$ cat src/rtl/fetch_stage_pkg.sv
// Shared pipeline package: fetch-stage parameter defaults and FSM state type.
package fetch_stage_pkg;

    localparam int unsigned DefPcWidth    = 64;
    localparam int unsigned DefInstrWidth = 32;
    localparam logic [63:0] DefResetPc    = 64'h0;

    // StReq: a request may be presented, StWait: one request outstanding,
    // StDrop: the outstanding request was overtaken by a redirect.
    typedef enum logic [1:0] {
        StReq,
        StWait,
        StDrop
    } fetch_state_e;

endpackage

$ cat src/rtl/fetch_fifo.sv
// Two-entry instruction buffer between fetch and decode, with flush.
module fetch_fifo
    import fetch_stage_pkg::*;
#(
    parameter int unsigned PC_WIDTH    = DefPcWidth,
    parameter int unsigned INSTR_WIDTH = DefInstrWidth
) (
    input  logic                   clk,
    input  logic                   rst_n,
    input  logic                   push_i,
    input  logic [PC_WIDTH-1:0]    push_pc_i,
    input  logic [INSTR_WIDTH-1:0] push_instr_i,
    input  logic                   pop_i,
    input  logic                   flush_i,
    output logic                   full_o,
    output logic                   empty_o,
    output logic [PC_WIDTH-1:0]    head_pc_o,
    output logic [INSTR_WIDTH-1:0] head_instr_o
);

    logic [PC_WIDTH-1:0]    pc_q    [2];
    logic [INSTR_WIDTH-1:0] instr_q [2];
    logic                   wr_ptr_q, wr_ptr_d;
    logic                   rd_ptr_q, rd_ptr_d;
    logic [1:0]             cnt_q, cnt_d;

    assign full_o       = (cnt_q == 2'd2);
    assign empty_o      = (cnt_q == 2'd0);
    assign head_pc_o    = pc_q[rd_ptr_q];
    assign head_instr_o = instr_q[rd_ptr_q];

    // Pointer and occupancy next-state; flush wins over push/pop.
    always_comb begin
        wr_ptr_d = wr_ptr_q;
        rd_ptr_d = rd_ptr_q;
        cnt_d    = cnt_q;
        if (flush_i) begin
            wr_ptr_d = 1'b0;
            rd_ptr_d = 1'b0;
            cnt_d    = 2'd0;
        end else begin
            if (push_i) wr_ptr_d = ~wr_ptr_q;
            if (pop_i)  rd_ptr_d = ~rd_ptr_q;
            case ({push_i, pop_i})
                2'b10:   cnt_d = cnt_q + 2'd1;
                2'b01:   cnt_d = cnt_q - 2'd1;
                default: cnt_d = cnt_q;
            endcase
        end
    end

    // Pointer and occupancy registers.
    always_ff @(posedge clk or negedge rst_n) begin
        if (!rst_n) begin
            wr_ptr_q <= 1'b0;
            rd_ptr_q <= 1'b0;
            cnt_q    <= 2'd0;
        end else begin
            wr_ptr_q <= wr_ptr_d;
            rd_ptr_q <= rd_ptr_d;
            cnt_q    <= cnt_d;
        end
    end

    // Entry storage; cleared on reset so the head reads zero out of reset.
    always_ff @(posedge clk or negedge rst_n) begin
        if (!rst_n) begin
            pc_q[0]    <= '0;
            pc_q[1]    <= '0;
            instr_q[0] <= '0;
            instr_q[1] <= '0;
        end else if (push_i && !flush_i) begin
            pc_q[wr_ptr_q]    <= push_pc_i;
            instr_q[wr_ptr_q] <= push_instr_i;
        end
    end

endmodule

$ cat src/rtl/fetch_stage.sv
// Instruction fetch stage: one outstanding imem request, 2-entry buffer to decode,
// redirect support with stale-response dropping.
module fetch_stage
    import fetch_stage_pkg::*;
#(
    parameter int unsigned         PC_WIDTH    = DefPcWidth,
    parameter int unsigned         INSTR_WIDTH = DefInstrWidth,
    parameter logic [PC_WIDTH-1:0] RESET_PC    = PC_WIDTH'(DefResetPc)
) (
    input  logic                   clk,
    input  logic                   rst_n,
    input  logic                   redirect_valid_i,
    input  logic [PC_WIDTH-1:0]    redirect_pc_i,
    output logic                   imem_req_valid_o,
    input  logic                   imem_req_ready_i,
    output logic [PC_WIDTH-1:0]    imem_req_addr_o,
    input  logic                   imem_resp_valid_i,
    input  logic [INSTR_WIDTH-1:0] imem_resp_data_i,
    output logic                   id_valid_o,
    input  logic                   id_ready_i,
    output logic [PC_WIDTH-1:0]    id_pc_o,
    output logic [INSTR_WIDTH-1:0] id_instr_o
);

    fetch_state_e        state_q;
    logic [PC_WIDTH-1:0] fetch_pc_q;
    logic [PC_WIDTH-1:0] req_pc_q;
    logic                run_q;

    logic                req_fire;
    logic                push;
    logic                pop;
    logic                fifo_full;
    logic                fifo_empty;
    logic [PC_WIDTH-1:0] redirect_target;

    // Word-align the target by masking, which keeps every input bit in use.
    assign redirect_target = redirect_pc_i & ~PC_WIDTH'(3);

    // run_q holds requests off while in reset and for the release cycle.
    assign imem_req_valid_o = run_q && (state_q == StReq) && !fifo_full;
    assign imem_req_addr_o  = fetch_pc_q;
    assign req_fire         = imem_req_valid_o && imem_req_ready_i;

    // A response arriving alongside a redirect is stale and never pushed.
    assign push       = (state_q == StWait) && imem_resp_valid_i && !redirect_valid_i;
    assign id_valid_o = !fifo_empty && !redirect_valid_i;
    assign pop        = id_valid_o && id_ready_i;

    // Request FSM with fetch PC and outstanding-request PC.
    always_ff @(posedge clk or negedge rst_n) begin
        if (!rst_n) begin
            state_q    <= StReq;
            fetch_pc_q <= RESET_PC;
            req_pc_q   <= '0;
            run_q      <= 1'b0;
        end else begin
            run_q <= 1'b1;
            if (redirect_valid_i) begin
                fetch_pc_q <= redirect_target;
            end else if (req_fire) begin
                fetch_pc_q <= fetch_pc_q + PC_WIDTH'(4);
            end
            if (req_fire) begin
                req_pc_q <= fetch_pc_q;
            end
            unique case (state_q)
                StReq: begin
                    if (req_fire) state_q <= redirect_valid_i ? StDrop : StWait;
                end
                StWait: begin
                    // A response in this cycle retires the request even if stale.
                    if (imem_resp_valid_i)     state_q <= StReq;
                    else if (redirect_valid_i) state_q <= StDrop;
                end
                StDrop: begin
                    if (imem_resp_valid_i) state_q <= StReq;
                end
                default: state_q <= StReq;
            endcase
        end
    end

    fetch_fifo #(
        .PC_WIDTH   (PC_WIDTH),
        .INSTR_WIDTH(INSTR_WIDTH)
    ) u_fifo (
        .clk         (clk),
        .rst_n       (rst_n),
        .push_i      (push),
        .push_pc_i   (req_pc_q),
        .push_instr_i(imem_resp_data_i),
        .pop_i       (pop),
        .flush_i     (redirect_valid_i),
        .full_o      (fifo_full),
        .empty_o     (fifo_empty),
        .head_pc_o   (id_pc_o),
        .head_instr_o(id_instr_o)
    );

endmodule

$ cat config.mk
export PLATFORM = sky130hd
export DESIGN_NAME = fetch_stage
export DESIGN_NICKNAME = d
export VERILOG_FILES = /design/src/rtl/fetch_stage_pkg.sv /design/src/rtl/fetch_fifo.sv /design/src/rtl/fetch_stage.sv
export SDC_FILE = /design/constraint.sdc
export NUM_CORES = 1
export LEC_CHECK = 0
export ABC_CLOCK_PERIOD_IN_PS = 7300
export CORE_UTILIZATION = 25
export CTS_CLUSTER_DIAMETER = 200
export DETAILED_ROUTE_END_ITERATION = 16
export DONT_BUFFER_PORTS = 1
export SYNTH_ARGS = -nofsm -noshare
export SYNTH_HDL_FRONTEND = slang
export SYNTH_SLANG_ARGS = --single-unit
$ cat constraint.sdc
create_clock -name clk -period 7.3 [get_ports clk]
set_clock_uncertainty 0.1 [all_clocks]
set_input_delay 0.73 -clock clk [delete_from_list [all_inputs] [get_ports clk]]
set_output_delay 0.73 -clock clk [all_outputs]
set_load 0.05 [all_outputs]
Word-level counts from Yosys, hierarchy flattened

Cells that the tools add are included.

Flip-flop bits (word level): 327
Output and inout bits: 162

Add/subtract/negate cells: 3
$lt $le $gt $ge: 3
Equality and inequality tests: 8
Multiplexer cells: 26
Bitwise logic cells: 4
Reduce and logical (&&, ||, !) cells: 19

Operators by type and width:

| kind                    | count |
|---|---|
| $mux W64                | 6 |
| $bwmux W128             | 1 |
| $mux W32                | 4 |
| $add A64 B3 Y64 const B | 1 |
| $bwmux W64              | 1 |
| $demux W64 S1           | 1 |
| $demux W32 S1           | 1 |
| $mux W2                 | 6 |
| $logic_and A1 B1 Y1     | 9 |
| $eq A2 B2 Y1 const B    | 3 |
| $pmux W2 S3             | 1 |
| $reduce_bool A2 Y1      | 3 |
| $eq A2 B1 Y1 const B    | 2 |
| $ge A2 B2 Y1 const B    | 2 |
| $logic_not A2 Y1        | 2 |
| $mux W1                 | 4 |
| $ne A2 B2 Y1 const B    | 2 |
| $not A1 Y2              | 2 |
| $pmux W2 S2             | 1 |
| $logic_not A1 Y1        | 3 |
| $ne A3 B3 Y1 const B    | 1 |
| $reduce_and A3 Y1       | 1 |
| $reduce_bool A3 Y1      | 1 |
| $add A2 B1 Y2 const B   | 1 |
| other kinds (3)         | 4 |

Logic depth before layout (Yosys ltp)

Gate-level depths: netlist (run 1).

Depth in word-level cells: 7
Mapped depth: 8
Depth with buffers taken out: 5

By module

Synthesis (run 1) repeated with hierarchy kept, for this count alone.

Cell total of the unflattened synthesis: 1266
Area total of the unflattened synthesis: 14805.4 µm²

Modules (own cells, without submodules):

| module      | times used | cells an instance | area each (µm²) | sequential area each (µm²) |
|---|---|---|---|---|
| fetch_fifo  | 1          | 532               | 8469.4          | 4904.7 |
| fetch_stage | 1          | 734               | 6336.1          | 3178.0 |

Least setup slack after synthesis (run 1)

Ideal clock, no wire load.

Kind: reg2reg
Start point: register fetch_pc_q[24] (netlist: imem_req_addr_o[24])
End point: register fetch_pc_q[56] (netlist: imem_req_addr_o[56])
Arrival time: 2.483 ns
Required time: 7.118 ns
Setup slack: 4.635 ns
Stages on the path, launching flop included: 8
Buffers on the path: 2
Cell sequence: dfrtp_1 > and3_1 > buf_6 > nand4_4 > or4_4 > buf_6 > or4_1 > a31oi_1

Longest elaborated chain between the ends: 3

Ends and longest elaborated chain:

| what                   | line              | RTL |
|---|---|---|
| from (decl)            | fetch_stage.sv:26 | `logic [PC_WIDTH-1:0] fetch_pc_q;` |
| from (signal assigned) | fetch_stage.sv:60 | `fetch_pc_q <= redirect_target;` |
| from (signal assigned) | fetch_stage.sv:62 | `fetch_pc_q <= fetch_pc_q + PC_WIDTH'(4);` |
| $add A64 B3 Y64        | fetch_stage.sv:62 |  |
| $mux W64               | fetch_stage.sv:61 | `end else if (req_fire) begin` |
| $mux W64               | fetch_stage.sv:59 | `if (redirect_valid_i) begin` |

Every way passes these cells. The select of a mux whose other input is x is not followed.
A chain may end at the register's enable or synchronous reset.

Worst setup path in the final report (run 1)

Start point: register u_fifo.rd_ptr_q
End point: output port id_instr_o[26]

Longest elaborated chain between the ends: 4

Ends and longest elaborated chain:

| what                                        | line              | RTL |
|---|---|---|
| from (decl)                                 | fetch_fifo.sv:24  | `logic rd_ptr_q, rd_ptr_d;` |
| from (signal assigned)                      | fetch_fifo.sv:60  | `rd_ptr_q <= rd_ptr_d;` |
| $not A1 Y2 (implied by the code)            | fetch_fifo.sv:30  | `assign head_instr_o = instr_q[rd_ptr_q];` |
| $mux W32 (implied by the code) (3 in a row) | fetch_fifo.sv:30  |  |
| to (decl)                                   | fetch_stage.sv:22 | `output logic [INSTR_WIDTH-1:0] id_instr_o` |

Every way passes these cells. The select of a mux whose other input is x is not followed.

==> results of run 1 <==
power by group through the flow:
stage	combinational [mW]	sequential [mW]	clock [mW]
global placement	1.56	2.52	0
detailed placement	1.57	2.55	0
CTS	1.58	2.52	2.08
floorplan	1.45	2.44	0
global route	1.63	2.57	2.15
finish	1.56	2.51	2.01
per-layer routing:
layer	track usage	share of wire	vias to the layer above
li1	-	-	4128
met1	0.165	0.42	4724
met2	0.222	0.47	276
met3	0.0540	0.091	50
met4	0.0390	0.018	8
met5	0	0.0014	-
worst reg2reg max path, delay by kind of cell (launching register included):
| family | cells | cell delay, ps |
|---|---|---|
| AO/OA/AOI/OAI | 1 | 180 |
| AND/OR/NAND/NOR | 4 | 2290 |
| flip-flops | 1 | 780 |
how the worst max path moves through the flow:
stage / from / to / cells past startpoint
2_1_floorplan: imem_req_addr_o[24] / imem_req_addr_o[56] / 7
3_3_place_gp: imem_req_addr_o[10] / imem_req_addr_o[59] / 5
3_5_place_dp: imem_req_addr_o[10] / imem_req_addr_o[59] / 5
4_1_cts: u_fifo.rd_ptr_q / id_instr_o[26] / 2
5_1_grt: u_fifo.rd_ptr_q / id_instr_o[27] / 2
6_report: u_fifo.rd_ptr_q / id_instr_o[26] / 2
placed cells by master (no fill, tap or decap), types with 13 or more instances in the layout:
| cell type | synthesis | final |
|---|---|---|
| dfrtp_1 | 319 | 318 |
| or4_1 | 20 | 20 |
| clkbuf_16 | 0 | 41 |
| a31oi_1 | 27 | 27 |
| o21ai_0 | 54 | 54 |
| nand3_1 | 20 | 19 |
| nand4_1 | 19 | 19 |
| mux2_2 | 336 | 336 |
| inv_1 | 13 | 13 |
| o31ai_1 | 17 | 17 |
| or3_1 | 17 | 17 |
| xnor2_1 | 28 | 28 |
| nor2_1 | 44 | 44 |
| nand2_1 | 68 | 67 |
| nor4_1 | 16 | 16 |
layout make-up:
class / instances / area (sq um) / area share
Multi-Input combinational cell: 744 / 6200 / 0.373
Clock buffer: 57 / 1190 / 0.0715
Antenna cell: 4 / 10.0 / 0.000603
Sequential cell: 319 / 7990 / 0.481
Tap cell: 756 / 946 / 0.0570
Clock inverter: 14 / 166 / 0.0100
Inverter: 14 / 52.6 / 0.00317
Timing Repair Buffer: 7 / 52.6 / 0.00317
registers in the layout, indices dropped and copies added, names as in the netlist:
| name | cells |
|---|---|
| u_fifo.pc_q | 124 |
| u_fifo.instr_q | 64 |
| imem_req_addr_o | 62 |
| req_pc_q | 62 |
| state_q | 2 |
| u_fifo.cnt_q | 2 |
| run_q | 1 |
| u_fifo.rd_ptr_q | 1 |
| u_fifo.wr_ptr_q | 1 |
repair_timing:
action                                 in CTS  in global routing
gates resized for setup                     0                  0
buffers inserted                            0                  0
endpoints found under the hold margin     319                319
logic make-up (layout without fill, tap and decap cells):
kind of cell               Yosys count  count (layout)
other                                2               9
buffers and inverters               83              92
muxes                              337             337
xor gates and xnor gates            34              34
and+or+nand+nor                    259             259
AOI/OAI and AO/OA                  108             108
DFF                                319             319
adders and majority gates            1               1
==> reports/metrics.csv, run 1 <==
stage,metric,value,unit
floorplanning,pin_count,264,
min_path,min_path_type,input port to asynchronous set/reset pin,
clock_tree,root_buffer,clkbuf_16,
floorplanning,rows,87,
run_status,violations,hold timing,
critical_path,ff2ff_setup_slack,3870,ps
clock_tree,clk_pin_slew,60,ps
critical_path,cp-end-kind,output pin,
floorplanning,initial_core_util,0.255,
sta,hold_ws,-208,ps
drt,totalWireLength,40100,microns
synth,ys_ff_latch,319,
placement,place_area,15200,sq um
synth,synthFlopType,dfrtp_1,
sta,final-setup-viol-count,0,
power_and_ir_drop,p_int,3.85,mW
placement,place_ws,3850,ps
sta,slew_headroom,0.135,
synth,synth_compound_area_frac,0.0439,
critical_path,path_buf_inv,1,
synth,ys_seq_area_frac,0.550,
synth,syn-instance-count,1143,
sta,fmaxAchievable,0.266,GHz
critical_path,cp_slowest_stage_delay,930,ps
clock_tree,cts_buffers,39,
cells_and_area,final_cell_area,16600,sq um
critical_path,critPathArrivalTime,2930,ps
sta,tightest_slew,1300,ps
clock_tree,cts_tree,done,
power_and_ir_drop,pwr-share-clk,0.330,
synth,async_flop_share,1.00,
cells_and_area,fillCellCount,5782,
synth,yosys.area_share.simple,0.0971,
power_and_ir_drop,switching_share,0.368,
synth,synthMuxAreaShare,0.261,
critical_path,reg2reg_to,imem_req_addr_o[59],
critical_path,worstReg2RegStart,imem_req_addr_o[10],
grt,grt_usage,0.136,
flow_run,max-cap-violations,0,
cells_and_area,drive_gt1_frac,0.371,
power_and_ir_drop,p_total,6.08,mW
sta,rsz0062_at_grt,false,
grt,grt_max_degree,320,
placement,gp_congestion,0.756,
sta,fin_ws,3540,ps
floorplanning,die_area,59100,sq um
floorplanning,die_w,243,microns
placement,numPlacedInstances,1840,
synth,yosysTopAreaCell,dfrtp_1,
drt,drc_errors,0,
power_and_ir_drop,leakage,7.04,nW
critical_path,startpoint_type,flop,
sta,maxSlewViolCount,0,
run_status,status,"finished, violations left",
drt,drt_first_pass_iters,4,
synth,synth_area,14500,sq um
drt,vias,9186,
floorplanning,coreArea,56900,sq um
grt,grt_pass1_vias,9487,
sta,tns,0,ps
sta,final-hold-violation-count,319,
critical_path,critical_path_class,flop to output pin,
drt,ant_nets,0,
cells_and_area,area_growth,14.3,%
critical_path,crit_chain,buf_4 -> mux2_2,
floorplanning,chipHeight,243,microns
synth,ys_types,49,
critical_path,reg2reg_depth,5,
placement,hpwl,27100,microns
critical_path,critical-path-top-delay-family,flip-flops,
clock_tree,cts_buffer_depth,3,
placement,portBuffers,0,
power_and_ir_drop,power.density,367,nW/um^2
power_and_ir_drop,switchingPower,2.24,mW
cells_and_area,final_cell_count_no_fill,1915,
drt,drt-vias-per-instance,4.80,
synth,synth_edf_count,0,
clock_tree,worstSkewPairLatency,550,ps
synth,synth.top_cell.area_share,0.550,
cells_and_area,final_core_util,0.292,
power_and_ir_drop,vdd_drop_max,0.000171,V
synth,yosysWarnings,0,
critical_path,cp.required,6470,ps
synth,synth_top_family_by_area,multiplexers,
sta,fin_crit,3760,ps
grt,antenna_found_initial,6,
synth,yosys.area_share.xor_xnor,0.0205,
clock_tree,h-tree-depth,2,
critical_path,cp_max_fo,51,
drt,first_iter_violations,522,
synth,synth_common_cells,"336 x mux2_2, 319 x dfrtp_1, 68 x nand2_1",
grt,grt_first_pass_wirelength,61300,microns
drt,drt-wirelength-per-cell,21.0,microns
grt,overflow,0,
synth,synth_most_common_cell,mux2_2,
clock_tree,cts.sinks,319,
synth,synth_adder_area_share,0.000861,
critical_path,cp_slowest_cell,dfrtp_4,
cells_and_area,nets,1228,
power_and_ir_drop,power_frac_seq,0.413,
sta,timing.final.crit_share,0.516,
power_and_ir_drop,combPwrFrac,0.257,
synth,yosys-top-cells-area,"dfrtp_1 55%, mux2_2 26%, o21ai_0 1.9%, nand2_1 1.8%, xnor2_1 1.7%",
synth,synth_area_per_cell,12.7,sq um
No activity file was read; power rests on OpenSTA's default activity.
==> run 2, diff against run 1 <==
ABC_CLOCK_PERIOD_IN_PS = 3600   (was 7300)
clock period = 3.6 ns   (was 7.3 ns; I/O delays follow)
==> reports/metrics.csv, run 2 (same netlist as run 1, synthesis figures left out) <==
stage,metric,value,unit,change
grt,antenna_found_initial,6,,unchanged
cells_and_area,nets,1377,,was 1228
drt,vias,9775,,was 9186
sta,rsz0062_at_grt,false,,unchanged
cells_and_area,largest_register_ffs,124,,unchanged
clock_tree,cts.sinks,319,,unchanged
sta,slew_headroom,0.289,,was 0.135
critical_path,cp.required,3140,ps,was 6470 ps
drt,drc_errors,0,,unchanged
floorplanning,chipHeight,243,microns,unchanged
sta,final-setup-viol-count,0,,unchanged
placement,hpwl,27800,microns,was 27100 microns
grt,grt_max_degree,320,,unchanged
critical_path,critPathArrivalTime,2500,ps,was 2930 ps
cells_and_area,drive_gt1_frac,0.368,,was 0.371
drt,drt_first_pass_iters,5,,was 4
sta,fin_crit,2960,ps,
power_and_ir_drop,p_int,8.16,mW,was 3.85 mW
grt,grt_usage,0.142,,was 0.136
critical_path,path_buf_inv,1,,unchanged
cells_and_area,fillCellCount,5602,,was 5782
critical_path,startpoint_type,flop,,unchanged
flow_run,max-cap-violations,0,,unchanged
clock_tree,worstSkewPairLatency,560,ps,was 550 ps
power_and_ir_drop,power_frac_seq,0.378,,was 0.413
run_status,status,"finished, violations left",,unchanged
drt,drt-vias-per-instance,4.74,,was 4.80
critical_path,cp_max_fo,42,,was 51
sta,final-hold-violation-count,319,,unchanged
clock_tree,cts_hold_buf,98,,
floorplanning,rows,87,,unchanged
clock_tree,cts_tree,done,,unchanged
power_and_ir_drop,vdd_drop_max,0.000373,V,was 0.000171 V
critical_path,crit_chain,buf_4 -> mux2_2,,unchanged
drt,totalWireLength,42500,microns,was 40100 microns
critical_path,cp.depth,2,,unchanged
critical_path,critical-path-top-delay-family,flip-flops,,unchanged
floorplanning,die_w,243,microns,unchanged
power_and_ir_drop,combPwrFrac,0.282,,was 0.257
critical_path,cp-end-kind,output pin,,unchanged
floorplanning,initial_core_util,0.255,,unchanged
cells_and_area,top_register,u_fifo.pc_q,,unchanged
critical_path,reg2reg_depth,5,,unchanged
sta,maxSlewViolCount,0,,unchanged
cells_and_area,layout_commonest_cell,mux2_2,,unchanged
clock_tree,cts_setup_buffers,0,,unchanged
critical_path,cp_slowest_cell,dfrtp_4,,unchanged
drt,ant_nets,0,,unchanged
grt,overflow,0,,unchanged
cells_and_area,area_growth,24.6,%,was 14.3%
sta,fmaxAchievable,0.338,GHz,
min_path,min_path_type,input port to asynchronous set/reset pin,,unchanged
critical_path,critical_path_class,flop to output pin,,unchanged
clock_tree,cts_buffers,40,,was 39
sta,tightest_slew,1070,ps,was 1300 ps
drt,drt-wirelength-per-cell,20.6,microns,was 21.0 microns
power_and_ir_drop,pwr-share-clk,0.340,,was 0.330
clock_tree,cts_buffer_depth,3,,unchanged
clock_tree,clk_pin_slew,60,ps,about the same
cells_and_area,final_cell_mix,"336 x mux2_2, 318 x dfrtp_1, 97 x dlygate4sd3_1, 67 x nand2_1, 54 x o21ai_0",,"was 336 x mux2_2, 318 x dfrtp_1, 67 x nand2_1, 54 x o21ai_0, 44 x nor2_1"
floorplanning,pin_count,264,,unchanged
sta,timing.final.crit_share,0.823,,
sta,hold_ws,-590,ps,was -208 ps
critical_path,worstReg2RegStart,imem_req_addr_o[22],,was imem_req_addr_o[10]
grt,grt_pass1_vias,10315,,was 9487
critical_path,cp_slowest_stage_delay,960,ps,was 930 ps
power_and_ir_drop,leakage,7.75,nW,was 7.04 nW
sta,tns,0,ps,unchanged
floorplanning,die_area,59100,sq um,unchanged
placement,gp_congestion,0.761,,was 0.756
critical_path,critPathLaunch,u_fifo.rd_ptr_q,,unchanged
placement,portBuffers,0,,unchanged
clock_tree,cts_resized,0,,unchanged
floorplanning,coreArea,56900,sq um,unchanged
run_status,violations,hold timing,,unchanged
power_and_ir_drop,switching_share,0.365,,was 0.368
clock_tree,h-tree-depth,2,,unchanged
power_and_ir_drop,power.density,710,nW/um^2,was 367 nW/um^2
critical_path,ff2ff_setup_slack,710,ps,was 3870 ps
cells_and_area,reg.largest.list,"u_fifo.pc_q: 124 flops, u_fifo.instr_q: 64 flops",,unchanged
power_and_ir_drop,switchingPower,4.69,mW,was 2.24 mW
cells_and_area,final_core_util,0.318,,was 0.292
clock_tree,root_buffer,clkbuf_16,,unchanged
critical_path,reg2reg_to,imem_req_addr_o[62],,was imem_req_addr_o[59]
grt,grt_first_pass_wirelength,64200,microns,was 61300 microns
drt,first_iter_violations,419,,was 522
critical_path,crit_end,id_instr_o[1],,was id_instr_o[26]
## run 2: power groups by stage
stage,Sequential (mW),Combinational [mW],Clock [mW]
after global routing,4.97,3.77,4.65
after CTS,4.86,3.66,4.50
after global placement,4.85,3.49,0
after detailed placement,4.92,3.53,0
final,4.85,3.62,4.37
after floorplan,4.95,2.94,0
## run 2: cell type report
cell class / instances / area [sq um] / share of cell area
diodes: 1 / 2.50 / 0.000138
clock buffers: 55 / 1140 / 0.0629
clock inverters: 18 / 292 / 0.0161
inverters: 14 / 52.6 / 0.00290
multi-input cells: 744 / 6200 / 0.342
flip-flops and latches: 319 / 7990 / 0.441
well taps: 756 / 946 / 0.0523
repair buffers: 155 / 1490 / 0.0823
## run 2: metal layers
metal | up-vias | track usage | share of wire
li1 | 4430 | - | -
met1 | 4971 | 0.174 | 0.43
met2 | 284 | 0.238 | 0.48
met3 | 78 | 0.0435 | 0.071
met4 | 12 | 0.0418 | 0.022
met5 | - | 0 | 0.0014
## run 2: worst min-delay path by stage
stage,end,from
after floorplan,imem_req_addr_o[10],rst_n
after global placement,u_fifo.instr_q[44],rst_n
after detailed placement,u_fifo.instr_q[44],rst_n
after CTS,u_fifo.pc_q[6],rst_n
after global routing,u_fifo.instr_q[44],rst_n
final,u_fifo.instr_q[44],rst_n
## run 2: metrics by stage
stage               setup WS [ps]  power, mW  std cells  cell area, sq um
floorplan                     935       7.89       1146             14500
global placement              754       8.34       1890             15700
detailed placement            748       8.45       1890             15700
CTS                           602       13.0       2061             18100
global route                  571       13.4       2061             18100
finish                        638       12.8       2062             18100
==> run 3, diff against run 2 <==
ABC_CLOCK_PERIOD_IN_PS = 3000   (was 3600)
clock period = 3 ns   (was 3.6 ns; I/O delays follow)
==> reports/metrics.csv, run 3 (same netlist as run 1, synthesis figures left out) <==
stage,metric,value,unit,change
placement,place_area,15900,sq um,was 15700 sq um
clock_tree,cts_buffer_depth,3,,unchanged
sta,tns,0,ps,unchanged
sta,hold_ws,-643,ps,was -590 ps
clock_tree,clk_pin_slew,60,ps,about the same
sta,maxSlewViolCount,0,,unchanged
drt,drc_errors,0,,unchanged
drt,drt-vias-per-instance,4.74,,about the same
floorplanning,coreArea,56900,sq um,unchanged
grt,grt_pass1_vias,10275,,was 10315
sta,rsz0062_at_grt,false,,unchanged
grt,overflow,0,,unchanged
placement,gp_congestion,0.800,,was 0.761
clock_tree,cts_tree,done,,unchanged
critical_path,critical_path_class,flop to flop,,was flop to output pin
sta,fin_crit,2640,ps,
sta,tightest_slew,786,ps,was 1070 ps
power_and_ir_drop,power.density,833,nW/um^2,was 710 nW/um^2
critical_path,cp-end-kind,flop,,was output pin
cells_and_area,drive_gt1_frac,0.377,,was 0.368
grt,met3_usage,0.0418,,was 0.0435
cells_and_area,nets,1404,,was 1377
cells_and_area,fillCellCount,5659,,was 5602
clock_tree,h-tree-depth,2,,unchanged
clock_tree,cts_resized,0,,unchanged
grt,grt_use_met1,0.173,,was 0.174
drt,drt-wirelength-per-cell,20.4,microns,was 20.6 microns
power_and_ir_drop,leakage,7.86,nW,was 7.75 nW
grt,antenna_found_initial,8,,was 6
cells_and_area,final_core_util,0.321,,was 0.318
critical_path,cp.required,3380,ps,was 3140 ps
placement,hpwl,28600,microns,was 27800 microns
drt,first_iter_violations,553,,was 419
flow_run,max-cap-violations,0,,unchanged
floorplanning,die_area,59100,sq um,unchanged
sta,fmaxAchievable,0.379,GHz,
clock_tree,cts_hold_buf,102,,was 98
clock_tree,worstSkewPairLatency,580,ps,was 560 ps
floorplanning,die_w,243,microns,unchanged
cells_and_area,reg.largest.list,"u_fifo.pc_q: 124 flops, u_fifo.instr_q: 64 flops",,unchanged
critical_path,reg2reg_depth,5,,unchanged
sta,final-setup-viol-count,0,,unchanged
min_path,min_path_type,input port to asynchronous set/reset pin,,unchanged
power_and_ir_drop,vdd_drop_max,0.000544,V,was 0.000373 V
clock_tree,cts.sinks,319,,unchanged
cells_and_area,final_cell_area,18300,sq um,was 18100 sq um
grt,grt_usage,0.143,,was 0.142
cells_and_area,layout_commonest_cell,mux2_2,,unchanged
floorplanning,initial_core_util,0.255,,unchanged
critical_path,cp_max_fo,23,,was 42
clock_tree,root_buffer,clkbuf_16,,unchanged
floorplanning,chipHeight,243,microns,unchanged
clock_tree,cts_setup_buffers,0,,unchanged
floorplanning,pin_count,264,,unchanged
cells_and_area,area_growth,25.9,%,was 24.6%
drt,totalWireLength,42600,microns,was 42500 microns
grt,grt_use_met2,0.237,,was 0.238
placement,place_ws,407,ps,was 748 ps
critical_path,startpoint_type,flop,,unchanged
sta,fin_ws,361,ps,was 638 ps
placement,portBuffers,0,,unchanged
cells_and_area,final_cell_mix,"336 x mux2_2, 318 x dfrtp_1, 101 x dlygate4sd3_1, 74 x buf_4, 67 x nand2_1",,"was 336 x mux2_2, 318 x dfrtp_1, 97 x dlygate4sd3_1, 67 x nand2_1, 54 x o21ai_0"
sta,slew_headroom,0.476,,was 0.289
floorplanning,rows,87,,unchanged
grt,grt.busiest_layer,met2,,unchanged
run_status,status,"finished, violations left",,unchanged
critical_path,ff2ff_setup_slack,360,ps,was 710 ps
sta,final-hold-violation-count,319,,unchanged
cells_and_area,largest_register_ffs,124,,unchanged
cells_and_area,top_register,u_fifo.pc_q,,unchanged
grt,grt_max_degree,320,,unchanged
sta,timing.final.crit_share,0.880,,
clock_tree,cts_buffers,39,,was 40
drt,vias,9892,,was 9775
critical_path,critPathArrivalTime,3020,ps,was 2500 ps
placement,numPlacedInstances,1914,,was 1890
cells_and_area,final_cell_count_no_fill,2087,,was 2062
drt,drt_first_pass_iters,5,,unchanged
run_status,violations,hold timing,,unchanged
drt,ant_nets,0,,unchanged
power_and_ir_drop,p_total,15.2,mW,was 12.8 mW
grt,grt_first_pass_wirelength,64500,microns,was 64200 microns
run 3: changes by cell type in the layout (fill, tap and decap cells not counted), moves of 2 or more:
cell / delta
buf_12: +2
clkbuf_16: -2
dlygate4sd3_1: +4
buf_4: +22
clkinv_8: +2
diode_2: +2
clkbuf_1: -2
inv_6: -4
run 3: critical path, stage by stage, from the launching register on:
cell	delay, ps
dfrtp_1	430
nor3b_2	380
nand4_2	190
or4_4	710
or4_1	510
a31oi_1	200
run 3: layout make-up:
class	instances	area, sq um	area share
well taps	756	946	0.0517
diodes	3	7.51	0.000410
clock inverters	16	273	0.0149
clock buffers	52	1090	0.0599
multi-input cells	744	6200	0.339
flip-flops and latches	319	7990	0.437
repair buffers	183	1730	0.0948
inverters	14	52.6	0.00287
run 3: where the power goes:
part	switching, mW	internal, mW	total [mW]
sequential	0.522	5.21	5.73
combinational	3.14	1.34	4.48
clock	1.93	3.09	5.02
total	5.60	9.65	15.2
run 3: routing by layer:
metal  up-vias  wire, microns
met5         -             58
met4        10           1360
met3        77           2940
met2       277          20300
met1      5054          17900
li1       4474              -
run 3: worst paths after layout:
check,startpoint,to
min in group clk,redirect_valid_i,imem_req_addr_o[33]
hold / removal,rst_n,u_fifo.instr_q[44]
max in group asynchronous,rst_n,u_fifo.pc_q[35]
hold reg to reg,req_pc_q[15],req_pc_q[15]
setup reg to reg,state_q[1],imem_req_addr_o[54]
setup / recovery,state_q[1],imem_req_addr_o[54]
